--- src/rtl/microcode_seq.sv ---
// microcode_seq: masked first-hit control-word lookup with fetch/execute phase and registered outputs
module microcode_seq #(
  parameter int OPC_W = 4,
  parameter int FLAG_W = 2,
  parameter int CW_W = 13,
  parameter int ENTRIES = 24,
  parameter logic [CW_W-1:0] MISS_CW = '0,
  localparam int IDX_W = $clog2(ENTRIES),
  localparam int ADDR_W = OPC_W + FLAG_W + 1
) (
  input  logic              clk,
  input  logic              reset,
  input  logic              en,
  input  logic              sync_clr,
  input  logic [OPC_W-1:0]  opcode,
  input  logic [FLAG_W-1:0] flags,
  input  logic              cfg_we,
  input  logic [IDX_W-1:0]  cfg_idx,
  input  logic [ADDR_W-1:0] cfg_match,
  input  logic [ADDR_W-1:0] cfg_mask,
  input  logic [CW_W-1:0]   cfg_cw,
  input  logic              cfg_valid,
  output logic [CW_W-1:0]   cw,
  output logic              cw_valid,
  output logic              phase,
  output logic              miss,
  output logic              miss_sticky
);
  logic [ADDR_W-1:0] match_q [ENTRIES];
  logic [ADDR_W-1:0] match_d [ENTRIES];
  logic [ADDR_W-1:0] mask_q [ENTRIES];
  logic [ADDR_W-1:0] mask_d [ENTRIES];
  logic [CW_W-1:0]   word_q [ENTRIES];
  logic [CW_W-1:0]   word_d [ENTRIES];
  logic [ENTRIES-1:0] valid_q, valid_d;
  logic [ADDR_W-1:0] addr;
  logic [CW_W-1:0]   sel_cw;
  logic              hit;
  logic              phase_q, phase_d;
  logic [CW_W-1:0]   cw_q, cw_d;
  logic              cw_valid_q, cw_valid_d;
  logic              miss_q, miss_d;
  logic              miss_sticky_q, miss_sticky_d;
  // table write port; out-of-range rows are dropped
  always_comb begin
    match_d = match_q;
    mask_d  = mask_q;
    word_d  = word_q;
    valid_d = valid_q;
    if (cfg_we && int'(cfg_idx) < ENTRIES) begin
      match_d[cfg_idx] = cfg_match;
      mask_d[cfg_idx]  = cfg_mask;
      word_d[cfg_idx]  = cfg_cw;
      valid_d[cfg_idx] = cfg_valid;
    end
  end
  // row data needs no reset since valid bits gate every hit
  always_ff @(posedge clk) begin
    match_q <= match_d;
    mask_q  <= mask_d;
    word_q  <= word_d;
  end
  // descending scan so the lowest hitting row is the last to overwrite
  always_comb begin
    addr   = {opcode, flags, phase_q};
    hit    = 1'b0;
    sel_cw = MISS_CW;
    for (int r = ENTRIES - 1; r >= 0; r--) begin
      if (valid_q[r] && ((addr ^ match_q[r]) & mask_q[r]) == '0) begin
        hit    = 1'b1;
        sel_cw = word_q[r];
      end
    end
  end
  // sync_clr outranks en; cw is only replaced on an enabled lookup
  always_comb begin
    phase_d       = sync_clr ? 1'b0 : (en ? ~phase_q : phase_q);
    cw_d          = (en && !sync_clr) ? sel_cw : cw_q;
    cw_valid_d    = en && !sync_clr;
    miss_d        = sync_clr ? 1'b0 : (en ? ~hit : miss_q);
    miss_sticky_d = sync_clr ? 1'b0 : (miss_sticky_q | (en & ~hit));
  end
  // sequencer state and row valid bits, asynchronously cleared
  always_ff @(posedge clk or negedge reset) begin
    if (!reset) begin
      valid_q       <= '0;
      phase_q       <= 1'b0;
      cw_q          <= '0;
      cw_valid_q    <= 1'b0;
      miss_q        <= 1'b0;
      miss_sticky_q <= 1'b0;
    end else begin
      valid_q       <= valid_d;
      phase_q       <= phase_d;
      cw_q          <= cw_d;
      cw_valid_q    <= cw_valid_d;
      miss_q        <= miss_d;
      miss_sticky_q <= miss_sticky_d;
    end
  end
  assign cw          = cw_q;
  assign cw_valid    = cw_valid_q;
  assign phase       = phase_q;
  assign miss        = miss_q;
  assign miss_sticky = miss_sticky_q;
endmodule

--- config.mk ---
export PLATFORM = sky130hd
export DESIGN_NAME = microcode_seq
export DESIGN_NICKNAME = d
export VERILOG_FILES = /design/src/rtl/microcode_seq.sv
export SDC_FILE = /design/constraint.sdc
export NUM_CORES = 1
export LEC_CHECK = 0
export CAP_MARGIN = 25
export CORE_ASPECT_RATIO = 1.25
export CORE_MARGIN = 2
export CORE_UTILIZATION = 30
export CTS_CLUSTER_SIZE = 40
export DETAILED_ROUTE_END_ITERATION = 16
export HOLD_SLACK_MARGIN = 0.1
export PLACE_DENSITY = 0.47
export SYNTH_ARGS = -nofsm -noshare
export SYNTH_HDL_FRONTEND = slang
export SYNTH_SLANG_ARGS = --single-unit
--- constraint.sdc ---
create_clock -name clk -period 2.1 [get_ports clk]
set_input_delay 0.315 -clock clk [delete_from_list [all_inputs] [get_ports clk]]
set_output_delay 0.315 -clock clk [all_outputs]
set_load 0.02 [all_outputs]
==> flow_metrics.env <==
export IMPL_status="finished with violations"
export IMPL_max_freq_mhz=334.8
export IMPL_crit_path_start_kind="flop"
export IMPL_synthCells=1712
export IMPL_die_width_um=274.0
export IMPL_synth_edf_count=648
export IMPL_via_count=16712
export IMPL_gr_total_overflow=0
export IMPL_cts_made_buffers=73
export IMPL_rsz0062_at_grt="yes"
export IMPL_r2r_setup_slack_ns=-0.89
export IMPL_crit_required_ns=2.60
export IMPL_crit_path_max_incr_delay_ns=0.50
export IMPL_synth_seq_cells=689
export IMPL_slew_headroom=0.5247
export IMPL_fin_area_um2=36200
export IMPL_violations="negative setup slack"
export IMPL_drive_gt1_frac=0.3059
export IMPL_p_sw_frac=0.2278
export IMPL_design_die_area_um2=93590
export IMPL_grt_pass1_wl_um=116500
export IMPL_rr_startpoint="phase$_DFFE_PN0P_"
export IMPL_tightest_slew_ns=0.7129
export IMPL_clk_latency_ns=0.62
export IMPL_fin_skew_ns=0.01791
export IMPL_drc_errors=0
export IMPL_worstPathMaxFanout=5
export IMPL_diodes=0
export IMPL_grt_max_degree=26
export IMPL_cts_reportedPaths_clkPinSlew_ns=0.06
export IMPL_initial_utilization=0.3032
export IMPL_finalSetupViolations=15
export IMPL_maxCapViolations=0
export IMPL_die_h_um=341.5
export IMPL_final_util=0.4014
export IMPL_crit_arrival_ns=3.48
export IMPL_clock_path_buffers=3
export IMPL_power_frac_comb=0.100
export IMPL_hold_viol=0
export IMPL_vias_per_cell=4.949
export IMPL_hpwl_um=52110
export IMPL_h_tree_depth=3
export IMPL_cts_tree="built"
export IMPL_avgSynthCellArea_um2=15.97
export IMPL_end_kind="flop"
export IMPL_yosys_cell_types_count=57
export IMPL_layout_common_cells="edfxtp_1, buf_4, xor2_1"
export IMPL_p_leak_nw=12.45
export IMPL_syn_num_nets=1756
export IMPL_firstDrtPassIters=8
export IMPL_slowest_stage="or4_4"
export IMPL_drt_iter0_drc=1061
export IMPL_ant_nets=0
export IMPL_placed_cell_area_um2=32490
export IMPL_cp_cell_sequence="buf_12, buf_12, xnor2_4, o21ai_2, or4_4, buf_6, a311oi_2, o311ai_2, o211ai_1, a31oi_2, o21a_1"
export IMPL_core_area_um2=90180
export IMPL_hp_class="in -> async"
export IMPL_p_clk_frac=0.403
export IMPL_ios=61
export IMPL_maxSlewViolCount=0
export IMPL_synth_seq_area_share=0.7492
export IMPL_reg2reg_depth=11
export IMPL_p_int_mw=23.93
export IMPL_r2r_end="cw[7]$_DFFE_PN0P_"
export IMPL_async_flop_share=0.05951
export IMPL_setup_tns_ns=-10.83
export IMPL_routed_wl_um=80280
export IMPL_layout_nets=2180
export IMPL_finalCritPeriodShare=1.422
export IMPL_num_rows=123
export IMPL_antenna_found_initial=0
export IMPL_routedWlPerCell_um=23.77
export IMPL_cts_root_buf="clkbuf_16"
export IMPL_netlist_area_um2=27340
export IMPL_final_common_cell="edfxtp_1"
export IMPL_gp_congestion=0.8445
export IMPL_total_power_mw=30.99
export IMPL_grt_usage=0.1708
export IMPL_powerDensity_nw_per_um2=856.2
export IMPL_synth_ff_type="edfxtp_1"
export IMPL_portBuffers=60
export IMPL_cp_common_cell="buf_12"
export IMPL_yosys_warnings=0
export IMPL_power_switching_mw=7.062
export IMPL_layout_min_cycle_time_ns=2.986
export IMPL_cts_sinks=689
export IMPL_path_class="reg -> reg"
export IMPL_p_seq_frac=0.498
export IMPL_peakVddDrop_uv=649.0
export IMPL_layout_setup_ws_ns=-0.8865
export IMPL_syn2layout_area_growth_pct=32.39
export IMPL_dp_slack_ns=-1.212
export IMPL_grt_pass1_vias=17483
## power by group through the flow
stage	clock [mW]	combinational [mW]	sequential (mW)
floorplan	0	1.15	15.7
global placement	0	2.74	15.7
detailed placement	0	2.75	15.7
CTS	12.8	3.04	15.4
global route	13.3	3.28	15.4
finish	12.5	3.08	15.4
## per-stage QoR
step / hold slack (ns) / instances
final: 0.2912 / 3377
after global routing: 0.3284 / 3377
after CTS: 0.3128 / 3373
after detailed placement: 0.4414 / 3204
after global placement: 0.4375 / 3203
after floorplan: 0.01941 / 1712
## cells in the mapped netlist (8+ instances only)
cell,count,area share
and4_1,17,0.0054
nor3_1,17,0.0031
nand3_1,44,0.0081
a21boi_0,9,0.0025
inv_1,19,0.0026
nor2_1,91,0.012
o31ai_1,13,0.0036
a221oi_1,14,0.0045
dfrtp_1,41,0.038
nand2b_1,17,0.0039
a31oi_1,25,0.0057
a211oi_1,22,0.0060
a311oi_2,8,0.0044
o311ai_1,12,0.0038
buf_6,18,0.0074
mux2i_1,11,0.0040
nand2_1,68,0.0093
a22oi_1,81,0.022
and3_1,13,0.0030
nand4_1,37,0.0085
o22ai_1,25,0.0057
nor4_1,14,0.0032
o211ai_1,45,0.012
edfxtp_1,648,0.71
o22a_1,12,0.0038
a21oi_1,35,0.0064
mux2_2,24,0.0099
clkbuf_1,50,0.0069
o21ai_0,24,0.0044
buf_4,8,0.0022
xor2_1,167,0.053
buf_2,16,0.0029
a21boi_1,13,0.0036
o21a_1,11,0.0030
## state kept, by name, summed over array words and instances, names as in the netlist, 13 cells and up
signal and flops:
match_q 168, valid_q 24, mask_q 168, word_q 312
cw 13
## how the worst max path moves through the flow
stage / start / endpoint / slack [ns] / cells past startpoint
floorplan: cfg_idx[2] / valid_q[1]$_DFFE_PN0P_ / -0.41 / 3
global placement: opcode[2] / cw[10]$_DFFE_PN0P_ / -1.18 / 11
detailed placement: opcode[0] / cw[10]$_DFFE_PN0P_ / -1.21 / 13
CTS: phase$_DFFE_PN0P_ / cw[7]$_DFFE_PN0P_ / -0.86 / 11
global route: phase$_DFFE_PN0P_ / cw[7]$_DFFE_PN0P_ / -0.90 / 11
finish: phase$_DFFE_PN0P_ / cw[7]$_DFFE_PN0P_ / -0.89 / 11
## area by class of cell
cell class,instances,area (um2)
fill,8307,53980
sequential,689,20490
multi-input combinational,910,7224
timing repair buffer,443,4639
clock buffer,103,2082
tap,1187,1485
clock inverter,26,212.7
inverter,19,71.32
## metal layers
metal,track usage,wire [um],share of wire
met5,0,0,0
met4,0.08039,3404,0.042
met3,0.02084,2556,0.032
met2,0.3038,41630,0.52
met1,0.2045,32690,0.41
## logic make-up (layout without fill, tap and decap cells)
kind of cell | after synthesis | after routing | share of synthesized area
flops | 689 | 689 | 0.7492
buf+inv | 114 | 591 | 0.02242
simple gates | 332 | 333 | 0.06090
xor+xnor | 169 | 169 | 0.05413
mux | 35 | 35 | 0.01391
compound gates | 373 | 373 | 0.09948
## critical path: cells and delay by family (launching register included)
family / cells / cell delay, ns
XOR/XNOR: 1 / 0.17
AND/OR/NAND/NOR: 1 / 0.50
AO/OA/AOI/OAI: 6 / 1.30
buffers and inverters: 3 / 0.47
flip-flops: 1 / 0.41
## what timing repair did
| action | CTS | global route |
|---|---|---|
| setup buffers | 41 | 10 |
| setup endpoints to repair | 16 | 15 |
| pin swaps | 74 | 75 |
| gates cloned | 3 | 2 |
| gates resized for setup | 135 | 70 |
| hold buffers | 1 | 0 |
| endpoints found under the hold margin | 8 | 0 |
Power figures use the tool's default switching activity.
